<file path="config.mk">
export PLATFORM = sky130hd
export DESIGN_NAME = rf_writeback_arbiter
export DESIGN_NICKNAME = d
export VERILOG_FILES = /design/src/rtl/rf_writeback_arbiter.sv
export SDC_FILE = /design/constraint.sdc
export NUM_CORES = 1
export LEC_CHECK = 0
export ABC_AREA = 1
export CAP_MARGIN = 20
export CORE_ASPECT_RATIO = 1.75
export CORE_MARGIN = 1
export CORE_UTILIZATION = 25
export CTS_CLUSTER_SIZE = 8
export DETAILED_ROUTE_END_ITERATION = 10
export GPL_TIMING_DRIVEN = 0
export PLACE_DENSITY_LB_ADDON = 0.1
export SETUP_SLACK_MARGIN = 0.1
export SYNTH_ARGS = -nofsm -noshare
export SYNTH_HDL_FRONTEND = slang
export SYNTH_SLANG_ARGS = --single-unit
</file>
<file path="constraint.sdc">
create_clock -name clk -period 2.4 [get_ports clk]
set_input_delay 0.48 -clock clk [delete_from_list [all_inputs] [get_ports clk]]
set_output_delay 0.48 -clock clk [all_outputs]
set_load 0.01 [all_outputs]
</file>
<file path="src/rtl/rf_writeback_arbiter.sv">
// rtl/rf_writeback_arbiter.sv - two-channel write-back arbiter feeding the register-file write port
module rf_writeback_arbiter #(
   parameter int AWL        = 8,
   parameter int DWL        = 32,
   parameter int STARVE_MAX = 4
) (
   input  logic           clk,
   input  logic           rst,
   input  logic           a_valid,
   output logic           a_ready,
   input  logic [AWL-1:0] a_addr,
   input  logic [DWL-1:0] a_data,
   input  logic           b_valid,
   output logic           b_ready,
   input  logic [AWL-1:0] b_addr,
   input  logic [DWL-1:0] b_data,
   output logic           wen,
   output logic [AWL-1:0] WA,
   output logic [DWL-1:0] WD,
   output logic           b_starved
);

   localparam logic [7:0] STARVE_LIM = 8'(STARVE_MAX);

   logic [7:0]     starve_cnt_q, starve_cnt_d;
   logic           wen_q, wen_d;
   logic [AWL-1:0] wa_q, wa_d;
   logic [DWL-1:0] wd_q, wd_d;
   logic           force_b;
   logic           a_xfer;
   logic           b_xfer;

   // Grant: A has fixed priority unless B has waited STARVE_MAX denied cycles.
   always_comb begin
      force_b   = b_valid && (starve_cnt_q == STARVE_LIM);
      a_ready   = a_valid && !force_b;
      b_ready   = b_valid && (!a_valid || force_b);
      b_starved = force_b;
      a_xfer    = a_valid && a_ready;
      b_xfer    = b_valid && b_ready;
   end

   // Next state: saturating starvation count and the one-cycle write register.
   always_comb begin
      starve_cnt_d = starve_cnt_q;
      wen_d        = 1'b0;
      wa_d         = wa_q;
      wd_d         = wd_q;

      if (!b_valid || b_xfer) begin
         starve_cnt_d = 8'd0;
      end else if (starve_cnt_q < STARVE_LIM) begin
         starve_cnt_d = starve_cnt_q + 8'd1;
      end

      // Register 0 is hardwired to zero: the handshake completes but no write is emitted.
      if (a_xfer) begin
         wen_d = (a_addr != '0);
         wa_d  = a_addr;
         wd_d  = a_data;
      end else if (b_xfer) begin
         wen_d = (b_addr != '0);
         wa_d  = b_addr;
         wd_d  = b_data;
      end
   end

   // State register; reset clears the write strobe immediately.
   always_ff @(posedge clk or posedge rst) begin
      if (rst) begin
         starve_cnt_q <= 8'd0;
         wen_q        <= 1'b0;
         wa_q         <= '0;
         wd_q         <= '0;
      end else begin
         starve_cnt_q <= starve_cnt_d;
         wen_q        <= wen_d;
         wa_q         <= wa_d;
         wd_q         <= wd_d;
      end
   end

   assign wen = wen_q;
   assign WA  = wa_q;
   assign WD  = wd_q;

endmodule

</file>
==> results.md <==
- For this run, the leading register cell type out of synthesis is dfrtp_1.
- The busiest layer in global routing is met2.
- The initialized floorplan defines 46 standard-cell rows.
- The first TritonRoute pass finished after 4 iterations.
- Derived from the worst setup path, the maximum achievable clock frequency is 0.4553 GHz.
- The net count of the finished layout is 519.
- Power spread over the standard cell area amounts to 587.6 nW/um^2.
- The fraction of registers with async set or reset after synthesis is 100.0%.
- Counting flops and latches in the post-synthesis netlist gives 49.
- The fraction of layout instances using a drive strength above 1 is 7.834%.
- The H-tree depth reported by CTS is 2.
- The detailed placement HPWL is 6040 um.
- Yosys mapped the design onto 19 distinct sky130hd cell types.
- For this block, the routed nets add up to 8035 um of wire.
- The number of enable flip-flop cells after synthesis is 0.
- In the finished design, the share of the clock period the worst path needs comes to 91.52%.
- The max-slew headroom at the worst pin is 62.97%.
- The antenna violation net count after detailed routing is 0.
- The via count of the first global-routing pass is 2,552.
- The most instantiated library cell after synthesis is nand2_1.
- Measured along the x axis, the die boundary spans 75.64 um.
- The initial utilization of the core area, before any placement, comes to 25.92%.
- For this run, global-route usage on met2 was measured as 33.19%.
- Across the VDD grid, the largest voltage drop is 0.2717 mV.
- Once layout is complete, the cells apart from fillers number 554.
- The data required time at the worst endpoint is 1920 ps.
- The smallest clock period supported by the final layout is computed as 2197 ps.
- The post-synthesis instance total is 296.
- In this run the worst path has a maximum fanout of 3.
- The type of element capturing the critical path is an output pin.
- The clock net sink count is 49.
- The final-report max-slew violation count is 0.
- The post-layout total power is 2362 uW.
- For this run, global-route usage on met1 was measured as 18.73%.
- The number of placed instances, taps included is 542.
- The repair_antennas step left the layout with diodes totalling 0.
- The total routing resource utilization after global routing is 17.42%.
- In the routed design, unresolved DRC markers number 0.
- The met3 layer usage reported by global route is 3.528%.
- The largest net degree at the start of global routing is 31.
- The mean routed wirelength per cell is 14.50 um.
- The number of buffers added by the clock tree synthesis step is 5.
- Clock skew on the completed layout was measured at 8.299 ps.
- The number of hold buffers added after cts is 0.
- In this run the vertical extent of the chip is 130.9 um.
- The latest clock arrival within the worst-skew pair is 300 ps.
- Port buffering added 125 buffers.
- During I/O placement, the number of pins put on the boundary was 128.
- For this design the static power due to leakage is 0.001831 uW.
- The transition time at the pin with the least slew margin is 555.4 ps.
- The commonest cells after synthesis are nand2_1, nand3_1, dfrtp_1.
- The clock-pin slew on the worst setup and hold paths is 60 ps.
- The die covers 9898 um^2.
- The clock tree from TritonCTS is yes.
- The run finished with clean final reports.
- The net count after synthesis is 382.
- The number of endpoints failing setup at the final stage is 0.
- In the routed layout, each cell is associated on average with a via count of 4.410.
- The library cell used as clock root buffer is clkbuf_16.
- The number of synthesis warnings is 0.
- The synthesized design devotes to its leading area cell type 51.69% of total area.
- The dominant cell type by area after synthesis is dfrtp_1.
- The number of antenna violations at the first check in global routing is 0.
- The arrival time reported for the critical path endpoint is 1720 ps.
- The via count is 2,443.
- After the first detailed-routing iteration, the DRC count stood at 82.
- Global routing finished with a remaining overflow of 0.
- In the post-synthesis netlist, the biggest area contributors are dfrtp_1, nand2_1, nand3_1, inv_1, nor2_1.
- The max-cap violation count is 0.
- In this run the cell area of the synthesized design comes to 2372 um^2.
- Summing the sequential cell areas from Yosys gives 51.69% of the chip area.
- The average instance area after synthesis is 8.014 um^2.
- The last weighted congestion value of the routability-driven placer is 0.7283.
- The tightest min-delay check is of the flip-flop to flip-flop type.
- The core area is 9151 um^2.
- STA classifies the critical path startpoint as a flip-flop.
- The number of failing hold endpoints at the final stage came to 0.
- The growth of design area from synthesis to finish is 69.46%.
- The worst hold margin is 491.3 ps.
- The maximum buffer depth of the clock tree is 2.
- Setup repair after global routing left no endpoint under its margin.
- The first global-routing pass estimated 12,740 um of wire.
- The critical path is of the flip-flop to output pin type.
power by group:
| part | internal [uW] | leakage, uW | switching [uW] |
|---|---|---|---|
| Sequential | 893 | 0.000606 | 36.7 |
| Clock | 596 | 0.0000938 | 325 |
| Combinational | 298 | 0.00113 | 213 |
| Total | 1790 | 0.00183 | 575 |
worst max-delay path, stage by stage (launching register included):
cell	delay, ps
dfrtp_1	420
inv_2	70
ha_1	150
nand2_2	60
inv_2	50
nand2_2	60
nor2_4	170
nor2_8	70
nor2_4	120
clkdlybuf4s15_1	250
final timing paths:
path                                              from                 end  slack (ps)  cells after the start
setup / recovery           starve_cnt_q[0]$_DFFE_PP0P_             b_ready         200                      9
hold / removal                      WD[22]$_DFFE_PP0P_  WD[22]$_DFFE_PP0P_         490                      2
setup reg to reg           starve_cnt_q[0]$_DFFE_PP0P_  WD[30]$_DFFE_PP0P_         740                     11
hold reg to reg                     WD[22]$_DFFE_PP0P_  WD[22]$_DFFE_PP0P_         490                      2
max in group asynchronous                          rst  WD[21]$_DFFE_PP0P_        1350                      3
min in group asynchronous                          rst   WD[9]$_DFFE_PP0P_         510                      2
cell type report:
class	count	area, um^2
clock inverter	3	65.06
fill	958	5131
multi-input combinational	208	959.7
tap	120	150.1
clock buffer	5	125.1
sequential	49	1226
inverter	22	82.58
timing repair buffer	130	1300
buffer	17	111.4
kinds of logic (layout without fill, tap and decap cells):
family	count (synthesis)	in the layout	synth area share (%)
fa+ha+maj	2	2	1.055
buf+inv	39	177	7.858
compound gates	1	1	0.2108
simple gates	205	205	39.19
flops	49	49	51.69
layout by cell type (no fill, tap or decap), drive strengths merged, types with 4 or more instances in the layout:
cell type        n
dfrtp           49
nand3           75
nor4             4
inv             22
buf             17
nor2            13
nand4            4
nand2          109
clkdlybuf4s50  122
clkbuf          10
flip-flops by register name (all words and copies together) (netlist names):
| signal | count |
|---|---|
| WA | 8 |
| WD | 32 |
| starve_cnt_q | 8 |
| wen | 1 |
layer usage:
layer / part of all wire [%] / wire length, um
met1: 37 / 2974
met2: 57 / 4618
met5: 0 / 0
met3: 4.3 / 344
met4: 1.2 / 98
through the flow:
stage / setup WS, ps / area (um^2) / TNS (ps) / util [%]
after floorplan: 747.2 / 2372 / 0 / -
after global placement: -447.7 / 3774 / -21830 / 41.24
after detailed placement: 94.31 / 3794 / 0 / 41.45
after CTS: 128.9 / 3991 / 0 / 43.61
after global routing: 97.56 / 4020 / 0 / 43.93
final: 203.4 / 4020 / 0 / 43.93
timing repair:
action / 4_1_cts / 5_1_grt
cloned: 0 / 0
endpoints found under the hold margin: 0 / 0
setup buffers: 1 / 3
pin swaps: 1 / 2
setup endpoints to repair: 3 / 2
gates resized for setup: 4 / 4
No activity file was read; power rests on OpenSTA's default activity.
